`src/rtl/bomb_placer.sv`:
```
`default_nettype none
// ============================================================================
//  Module      : bomb_placer
//  Description : Minesweeper board writer. On start it clears the 1-bit-per-
//                cell board memory, then places the requested number of bombs
//                at pseudo-random, distinct cells, never on the safe cell.
//  Ports       : clk, rst (async, active-low)
//                start, num_bombs, safe_addr      - placement request
//                mem_addr, mem_we, mem_wdata      - board memory write/read port
//                mem_rdata                        - cell data, one cycle after addr
//                busy, done, bombs_placed         - status
//  Revision    : 1.0 - initial release
// ============================================================================
module bomb_placer #(
    parameter int          ROWS   = 8,
    parameter int          COLS   = 8,
    parameter int          ADDR_W = 6,
    parameter logic [15:0] SEED   = 16'hACE1   // must be nonzero or the LFSR locks up
) (
    input  logic              clk,
    input  logic              rst,
    input  logic              start,
    input  logic [ADDR_W:0]   num_bombs,
    input  logic [ADDR_W-1:0] safe_addr,
    output logic [ADDR_W-1:0] mem_addr,
    output logic              mem_we,
    output logic              mem_wdata,
    input  logic              mem_rdata,
    output logic              busy,
    output logic              done,
    output logic [ADDR_W:0]   bombs_placed
);

    localparam int                c_CELLS      = ROWS * COLS;
    localparam logic [ADDR_W:0]   c_CELLS_W    = (ADDR_W+1)'(c_CELLS);
    localparam logic [ADDR_W:0]   c_MAX_TARGET = (ADDR_W+1)'(c_CELLS - 1);
    localparam logic [ADDR_W-1:0] c_LAST_ADDR  = ADDR_W'(c_CELLS - 1);

    localparam logic [2:0] c_IDLE   = 3'd0;
    localparam logic [2:0] c_CLEAR  = 3'd1;
    localparam logic [2:0] c_GEN    = 3'd2;
    localparam logic [2:0] c_READ   = 3'd3;
    localparam logic [2:0] c_CHECK  = 3'd4;
    localparam logic [2:0] c_WRITE  = 3'd5;
    localparam logic [2:0] c_FINISH = 3'd6;

    logic [2:0]        r_state;
    logic [15:0]       r_lfsr;
    logic [ADDR_W-1:0] r_clr_addr;
    logic [ADDR_W-1:0] r_cand;
    logic [ADDR_W-1:0] r_safe;
    logic [ADDR_W:0]   r_target;
    logic [ADDR_W:0]   r_count;

    logic              w_feedback;
    logic [ADDR_W-1:0] w_cand;
    logic              w_cand_ok;
    logic [ADDR_W:0]   w_target;
    logic [ADDR_W:0]   w_count_nxt;

    // Fibonacci LFSR, taps 16,14,13,11 (bit indices 15,13,12,10).
    assign w_feedback  = r_lfsr[15] ^ r_lfsr[13] ^ r_lfsr[12] ^ r_lfsr[10];
    assign w_cand      = r_lfsr[ADDR_W-1:0];
    // A safe_addr outside the board never matches an in-range candidate,
    // so it naturally excludes nothing.
    assign w_cand_ok   = ({1'b0, w_cand} < c_CELLS_W) && (w_cand != r_safe);
    // Capping at CELLS-1 guarantees at least one free non-safe cell remains,
    // so the unbounded retry loop always terminates.
    assign w_target    = (num_bombs > c_MAX_TARGET) ? c_MAX_TARGET : num_bombs;
    assign w_count_nxt = r_count + 1'b1;

    always_ff @(posedge clk or negedge rst) begin
        if (!rst) begin
            r_state    <= c_IDLE;
            r_lfsr     <= SEED;
            r_clr_addr <= '0;
            r_cand     <= '0;
            r_safe     <= '0;
            r_target   <= '0;
            r_count    <= '0;
        end else begin
            // Free-running: the placement pattern depends on when start arrives.
            r_lfsr <= {r_lfsr[14:0], w_feedback};
            case (r_state)
                c_IDLE: begin
                    if (start) begin
                        r_state    <= c_CLEAR;
                        r_clr_addr <= '0;
                        r_count    <= '0;
                        r_target   <= w_target;
                        r_safe     <= safe_addr;
                    end
                end
                c_CLEAR: begin
                    r_clr_addr <= r_clr_addr + 1'b1;
                    if (r_clr_addr == c_LAST_ADDR) begin
                        r_state <= (r_target == '0) ? c_FINISH : c_GEN;
                    end
                end
                c_GEN: begin
                    if (w_cand_ok) begin
                        r_cand  <= w_cand;
                        r_state <= c_READ;
                    end
                end
                c_READ: begin
                    r_state <= c_CHECK;
                end
                c_CHECK: begin
                    // Cell already holds a bomb: draw another candidate.
                    r_state <= mem_rdata ? c_GEN : c_WRITE;
                end
                c_WRITE: begin
                    r_count <= w_count_nxt;
                    r_state <= (w_count_nxt == r_target) ? c_FINISH : c_GEN;
                end
                c_FINISH: begin
                    r_state <= c_IDLE;
                end
                default: begin
                    r_state <= c_IDLE;
                end
            endcase
        end
    end

    always_comb begin
        mem_addr  = '0;
        mem_we    = 1'b0;
        mem_wdata = 1'b0;
        case (r_state)
            c_CLEAR: begin
                mem_addr = r_clr_addr;
                mem_we   = 1'b1;
            end
            c_READ: begin
                mem_addr = r_cand;
            end
            c_WRITE: begin
                mem_addr  = r_cand;
                mem_we    = 1'b1;
                mem_wdata = 1'b1;
            end
            default: begin
                mem_addr = '0;
            end
        endcase
    end

    assign busy         = (r_state != c_IDLE) && (r_state != c_FINISH);
    assign done         = (r_state == c_FINISH);
    assign bombs_placed = r_count;

endmodule
`default_nettype wire

```
`config.mk`:
```
export PLATFORM = sky130hd
export DESIGN_NAME = bomb_placer
export DESIGN_NICKNAME = d
export VERILOG_FILES = /design/src/rtl/bomb_placer.sv
export SDC_FILE = /design/constraint.sdc
export NUM_CORES = 1
export LEC_CHECK = 0
export ABC_AREA = 1
export BUFFER_PORTS_ARGS = -buffer_cell sky130_fd_sc_hd__buf_4
export CORE_ASPECT_RATIO = 1.1
export CORE_MARGIN = 4
export CORE_UTILIZATION = 58
export DETAILED_ROUTE_END_ITERATION = 8
export GPL_TIMING_DRIVEN = 1
export PLACE_DENSITY = 0.92
export SYNTH_ARGS = -nofsm -noshare
export SYNTH_HDL_FRONTEND = slang
export SYNTH_SLANG_ARGS = --single-unit
```
`constraint.sdc`:
```
create_clock -name clk -period 4.5 [get_ports clk]
set_clock_uncertainty 0.2 [all_clocks]
set_input_delay 0.45 -clock clk [delete_from_list [all_inputs] [get_ports clk]]
set_output_delay 0.45 -clock clk [all_outputs]
set_load 0.05 [all_outputs]
```
Word-level counts from Yosys, hierarchy flattened:

Index checks and enable logic that the tools add are counted.

* bits in registers: 51
* latch bits: 0
* memory bits (writable): 0
* bits in read-only memories: 0
* input bits: 17
* output and inout bits: 17
* word-level logic and storage cells: 54
* memories: 0

* add/sub/neg operators: 2
* multiply operators: 0
* divide/modulo/power cells: 0
* order comparisons: 1
* equality and inequality tests: 13
* shift operators: 0
* muxes and demuxes: 15
* bitwise gates (word level): 3
* reductions and logical operators: 13

Operators by type and width (number)
* case mux 6 bit (2 select lines): 2
* two-way mux 3 bit: 6
* case mux 3 bit (6 select lines): 1
* two-way mux 7 bit: 2
* case mux 7 bit (2 select lines): 1
* == test 3 bit, second input constant: 3
* AND reduction 2 bit: 4
* adder 7 x 1 -> 7 bit, second input constant: 1
* == test 7 bit: 1
* > comparator 7 x 6 -> 1 bit, second input constant: 1
* zero test 7 bit: 1
* adder 6 x 1 -> 6 bit, second input constant: 1
* == test 3 x 2 -> 1 bit, second input constant: 2
* == test 6 bit, second input constant: 1
* two-way mux 6 bit: 1
* inequality test 2 bit, second input constant: 3
* inequality test 6 bit: 1
* nonzero test 2 bit: 2
* OR reduction 2 bit: 2
* == test 3 x 1 -> 1 bit, second input constant: 1
* zero test 3 bit: 1
* inequality test 3 bit, second input constant: 1
* AND reduction 3 bit: 1
* nonzero test 3 bit: 1
* 3 further kinds: 6

Longest topological paths before layout:

* depth in word-level cells: 4
* gate-level depth with buffers: 11
* mapped depth without buffers: 11

Least setup slack after synthesis:

OpenSTA, ideal clock, no wires.

* path type: register to output
* from: reg r_state[2]
* to: out busy
* arrival: 2.141 ns
* data required time: 3.850 ns
* setup slack: 1.709 ns
* cell stages (with the launch flop): 4
* buffers on the path: 0
* path through: dfrtp_1 > inv_2 > nor3_1 > a21oi_1

* word-level cells in the longest chain between the ends: 2
* elaborated cells between the ends (all ways): 3
* classes of those cells: eq/ne (1); reduce/logical (2)

Ends and longest elaborated chain
* from (decl): RTL line 47 `logic [2:0] r_state;`
* from (signal assigned): RTL line 74 `r_state <= c_IDLE;`
* from (signal assigned): RTL line 87 `r_state <= c_CLEAR;`
* from (signal assigned): RTL line 97 `r_state <= (r_target == '0) ? c_FINISH : c_GEN;`
* inequality test 3 bit or nonzero test 3 bit (tied branches): RTL line 150 `assign busy = (r_state != c_IDLE) && (r_state != c_FINISH);`
* logical AND 1 bit (*): RTL line 150
* to (decl): RTL line 29 `output logic busy,`

Mark *: on every way between the ends. The rest lies on a longest branch, timed or not.

Worst setup path after layout:

* from: reg r_state[1]
* to: out mem_addr[1]

* word-level cells in the longest chain between the ends: 3
* elaborated cells between the ends (all ways): 5
* classes of those cells: eq/ne (3); mux (1); reduce/logical (1)

Ends and longest elaborated chain
* == test 3 bit or == test 3 x 2 -> 1 bit (tied branches): RTL line 131 `case (r_state)`
* OR reduction 2 bit (no line)
* case mux 6 bit (2 select lines) (*): RTL line 131
* to (decl): RTL line 25 `output logic [ADDR_W-1:0] mem_addr,`

Marks and branches as above.

==> flow_summary.json <==
{
  "finalSetupTns_ns": 0,
  "clockRootBuffer": "clkbuf_8",
  "synth.distinct_cells": 25,
  "endpoint_kind": "primary output",
  "fin_crit_ns": 2.52,
  "diodes": 0,
  "ys_seq_area_share_pct": 54.8,
  "synth_edf_count": 0,
  "ios": 34,
  "wl_met2_mm": 2.36,
  "worstPathRequired_ns": 3.85,
  "slew_viol_final": 0,
  "hold_path_class": "in2reg",
  "cts_sinks": 51,
  "nets": 333,
  "synth_fp_nets": 295,
  "syn-cell-area_um2": 2350,
  "avgSynthCellArea_um2": 8.51,
  "fp.dieW_um": 68.7,
  "vdd_ir_drop_max_mv": 0.279,
  "yosysWarnings": 0,
  "grt_pass1_vias": 1741,
  "via_count": 1964,
  "top_layer": "met4",
  "status": "complete, no violations",
  "grt_max_degree": 52,
  "drive_above_1_share_pct": 20.3,
  "multiInputGateArea_um2": 901,
  "wire_per_inst_um": 13.2,
  "rsz0062_at_grt": "no",
  "grt_util_all_layers_pct": 21.1,
  "antenna_left": 0,
  "cts_resized": 0,
  "antenna_found_initial": 0,
  "register_area_um2": 1290,
  "synth_ff_type": "dfrtp_1",
  "ys_ff_latch": 51,
  "clkLatencyLatePin_ns": 0.30,
  "core_um2": 3930,
  "grt_first_pass_wirelength_mm": 7.99,
  "post-route-drc-count": 0,
  "path_class": "reg2out",
  "fmax_ghz": 0.398,
  "die_h_um": 74.7,
  "routed-wl-met3_um": 318,
  "arrival_ns": 1.87,
  "drt-vias-per-instance": 5.35,
  "clkSlewWorstSetupHoldPaths_ns": 0.09,
  "final-setup-viol-count": 0,
  "final_core_util_pct": 69.7,
  "place.detailed.hpwl_mm": 3.54,
  "async_flop_share_pct": 100,
  "cts_made_buffers": 5,
  "globalplace.congestion": 0.917,
  "grt-ovfl-total": 0,
  "drt_iter0_drc": 202,
  "cts.path.max_buffers": 2,
  "fin_crit_sh_pct": 55.9,
  "cts_tree": "built",
  "fillers": 301,
  "relSlewSlack_pct": 49.5,
  "syn_inst": 276,
  "final-hold-violation-count": 0,
  "start_kind": "flip-flop",
  "row_count": 24,
  "drtPass1Iterations": 5,
  "die_area_um2": 5130,
  "cap_viol_max_count": 0,
  "worst_slew_pin_slew_ns": 0.757,
  "power_density_nw_per_um2": 547,
  "start_util_pct": 59.7,
  "wl_met1_mm": 2.07,
  "port_buffers": 33,
  "path_max_fanout": 7,
  "power.leakage_nw": 1.34,
  "drt-total-wl_mm": 4.86,
  "area.growth.synth_to_final_pct": 16.7,
  "h-tree-depth": 2
}
## sequential cells by signal, summed over array words and instances, names as in the netlist
| register | flops |
|---|---|
| r_lfsr | 16 |
| r_target | 7 |
| r_safe | 6 |
| r_state | 3 |
| bombs_placed | 7 |
| r_cand | 6 |
| r_clr_addr | 6 |
## layer usage
| metal | global-route usage [%] | up-vias |
|---|---|---|
| li1 | - | 966 |
| met2 | 33.5 | 63 |
| met5 | 0 | - |
| met3 | 3.13 | 9 |
| met4 | 9.71 | 0 |
| met1 | 28.6 | 926 |
## Yosys cell counts (all sizes together) (4+ instances only)
master | n | area [µm²]
a21oi | 6 | 33.8
dfrtp | 43 | 1080
dfstp | 8 | 210
inv | 39 | 146
nand2 | 74 | 290
nand3 | 22 | 110
nor2 | 15 | 66.3
nor3 | 4 | 20.0
o21ai | 39 | 195
o22ai | 6 | 37.5
xor2 | 5 | 43.8
## logic make-up after synthesis
logic type,count (synthesis),synth area share [%]
adders and majority gates,2,1.07
and+or+nand+nor,120,22.1
xor gates and xnor gates,8,2.98
AOI/OAI and AO/OA,53,12.2
buffers and inverters,42,6.87
DFF,51,54.8
## critical path, stage by stage, from the launching register on
cell     delay (ns)
dfrtp_1        0.42
inv_2          0.07
nor3_1         0.53
o21ai_0        0.19
o21ai_0        0.12
buf_4          0.23
## cells in the final DEF (no fill, tap or decap)
cell | Yosys | final
a211oi_1 | 1 | 1
a21oi_1 | 5 | 5
a21oi_2 | 1 | 1
buf_4 | 0 | 33
clkbuf_1 | 0 | 1
clkbuf_8 | 0 | 5
clkinv_2 | 0 | 1
clkinvlp_4 | 0 | 1
dfrtp_1 | 43 | 43
dfstp_2 | 8 | 8
dlygate4sd3_1 | 0 | 1
ha_1 | 2 | 2
inv_1 | 32 | 32
inv_2 | 7 | 7
nand2_1 | 71 | 71
nand2_2 | 2 | 2
nand2_4 | 1 | 1
nand3_1 | 22 | 22
nand3b_1 | 1 | 1
nand4_1 | 3 | 3
nor2_1 | 11 | 11
nor2_2 | 4 | 4
nor3_1 | 4 | 4
nor4_1 | 1 | 1
o21ai_0 | 34 | 34
o21ai_1 | 5 | 5
o22ai_1 | 6 | 6
o31ai_2 | 1 | 1
xnor2_1 | 3 | 3
xor2_1 | 5 | 5
## through the flow
stage               std cells  setup WS [ns]  total power [mW]  hold slack (ns)  cell area (µm²)
floorplan                 276           1.71              1.08          -0.0456             2350
global placement          358           2.38              1.22            0.133             2650
detailed placement        358           2.37              1.24            0.139             2650
CTS                       367           2.03              1.50            0.134             2740
global route              367           1.85              1.61            0.144             2740
finish                    367           1.98              1.50            0.139             2740
## final timing paths
check | start | endpoint | slack (ns) | cells after the start
max reg2reg | r_state[0]$_DFFE_PN0P_ | bombs_placed[6]$_DFFE_PN0P_ | 2.36 | 6
max | r_state[1]$_DFFE_PN0P_ | mem_addr[1] | 1.98 | 5
min reg2reg | r_lfsr[8]$_DFF_PN0_ | r_lfsr[9]$_DFF_PN0_ | 0.16 | 0
min | safe_addr[3] | r_safe[3]$_DFFE_PN0P_ | 0.14 | 3
max in group asynchronous | rst | r_target[6]$_DFFE_PN0P_ | 3.19 | 2
min in group asynchronous | rst | r_lfsr[14]$_DFF_PN0_ | 0.51 | 2
## power by group
group / internal, mW / leakage (nW) / total (mW) / switching [mW]
clock: 0.109 / 0.0412 / 0.253 / 0.144
combinational: 0.190 / 0.643 / 0.623 / 0.433
sequential: 0.550 / 0.652 / 0.623 / 0.0731
## cell type report
type                       instances  share of cell area, %
clock buffer                       6                   2.65
clock inverter                     2                  0.456
inverter                          39                   5.34
multi-input combinational        183                   32.9
sequential                        51                   46.9
tap                               52                   2.37
timing repair buffer              34                   9.40
## repair_timing
| action | in CTS | in global routing |
|---|---|---|
| endpoints found under the hold margin | 43 | 0 |
| hold buffers | 1 | 0 |
| buffers inserted | 0 | 0 |
No activity file was read; power rests on OpenSTA's default activity.
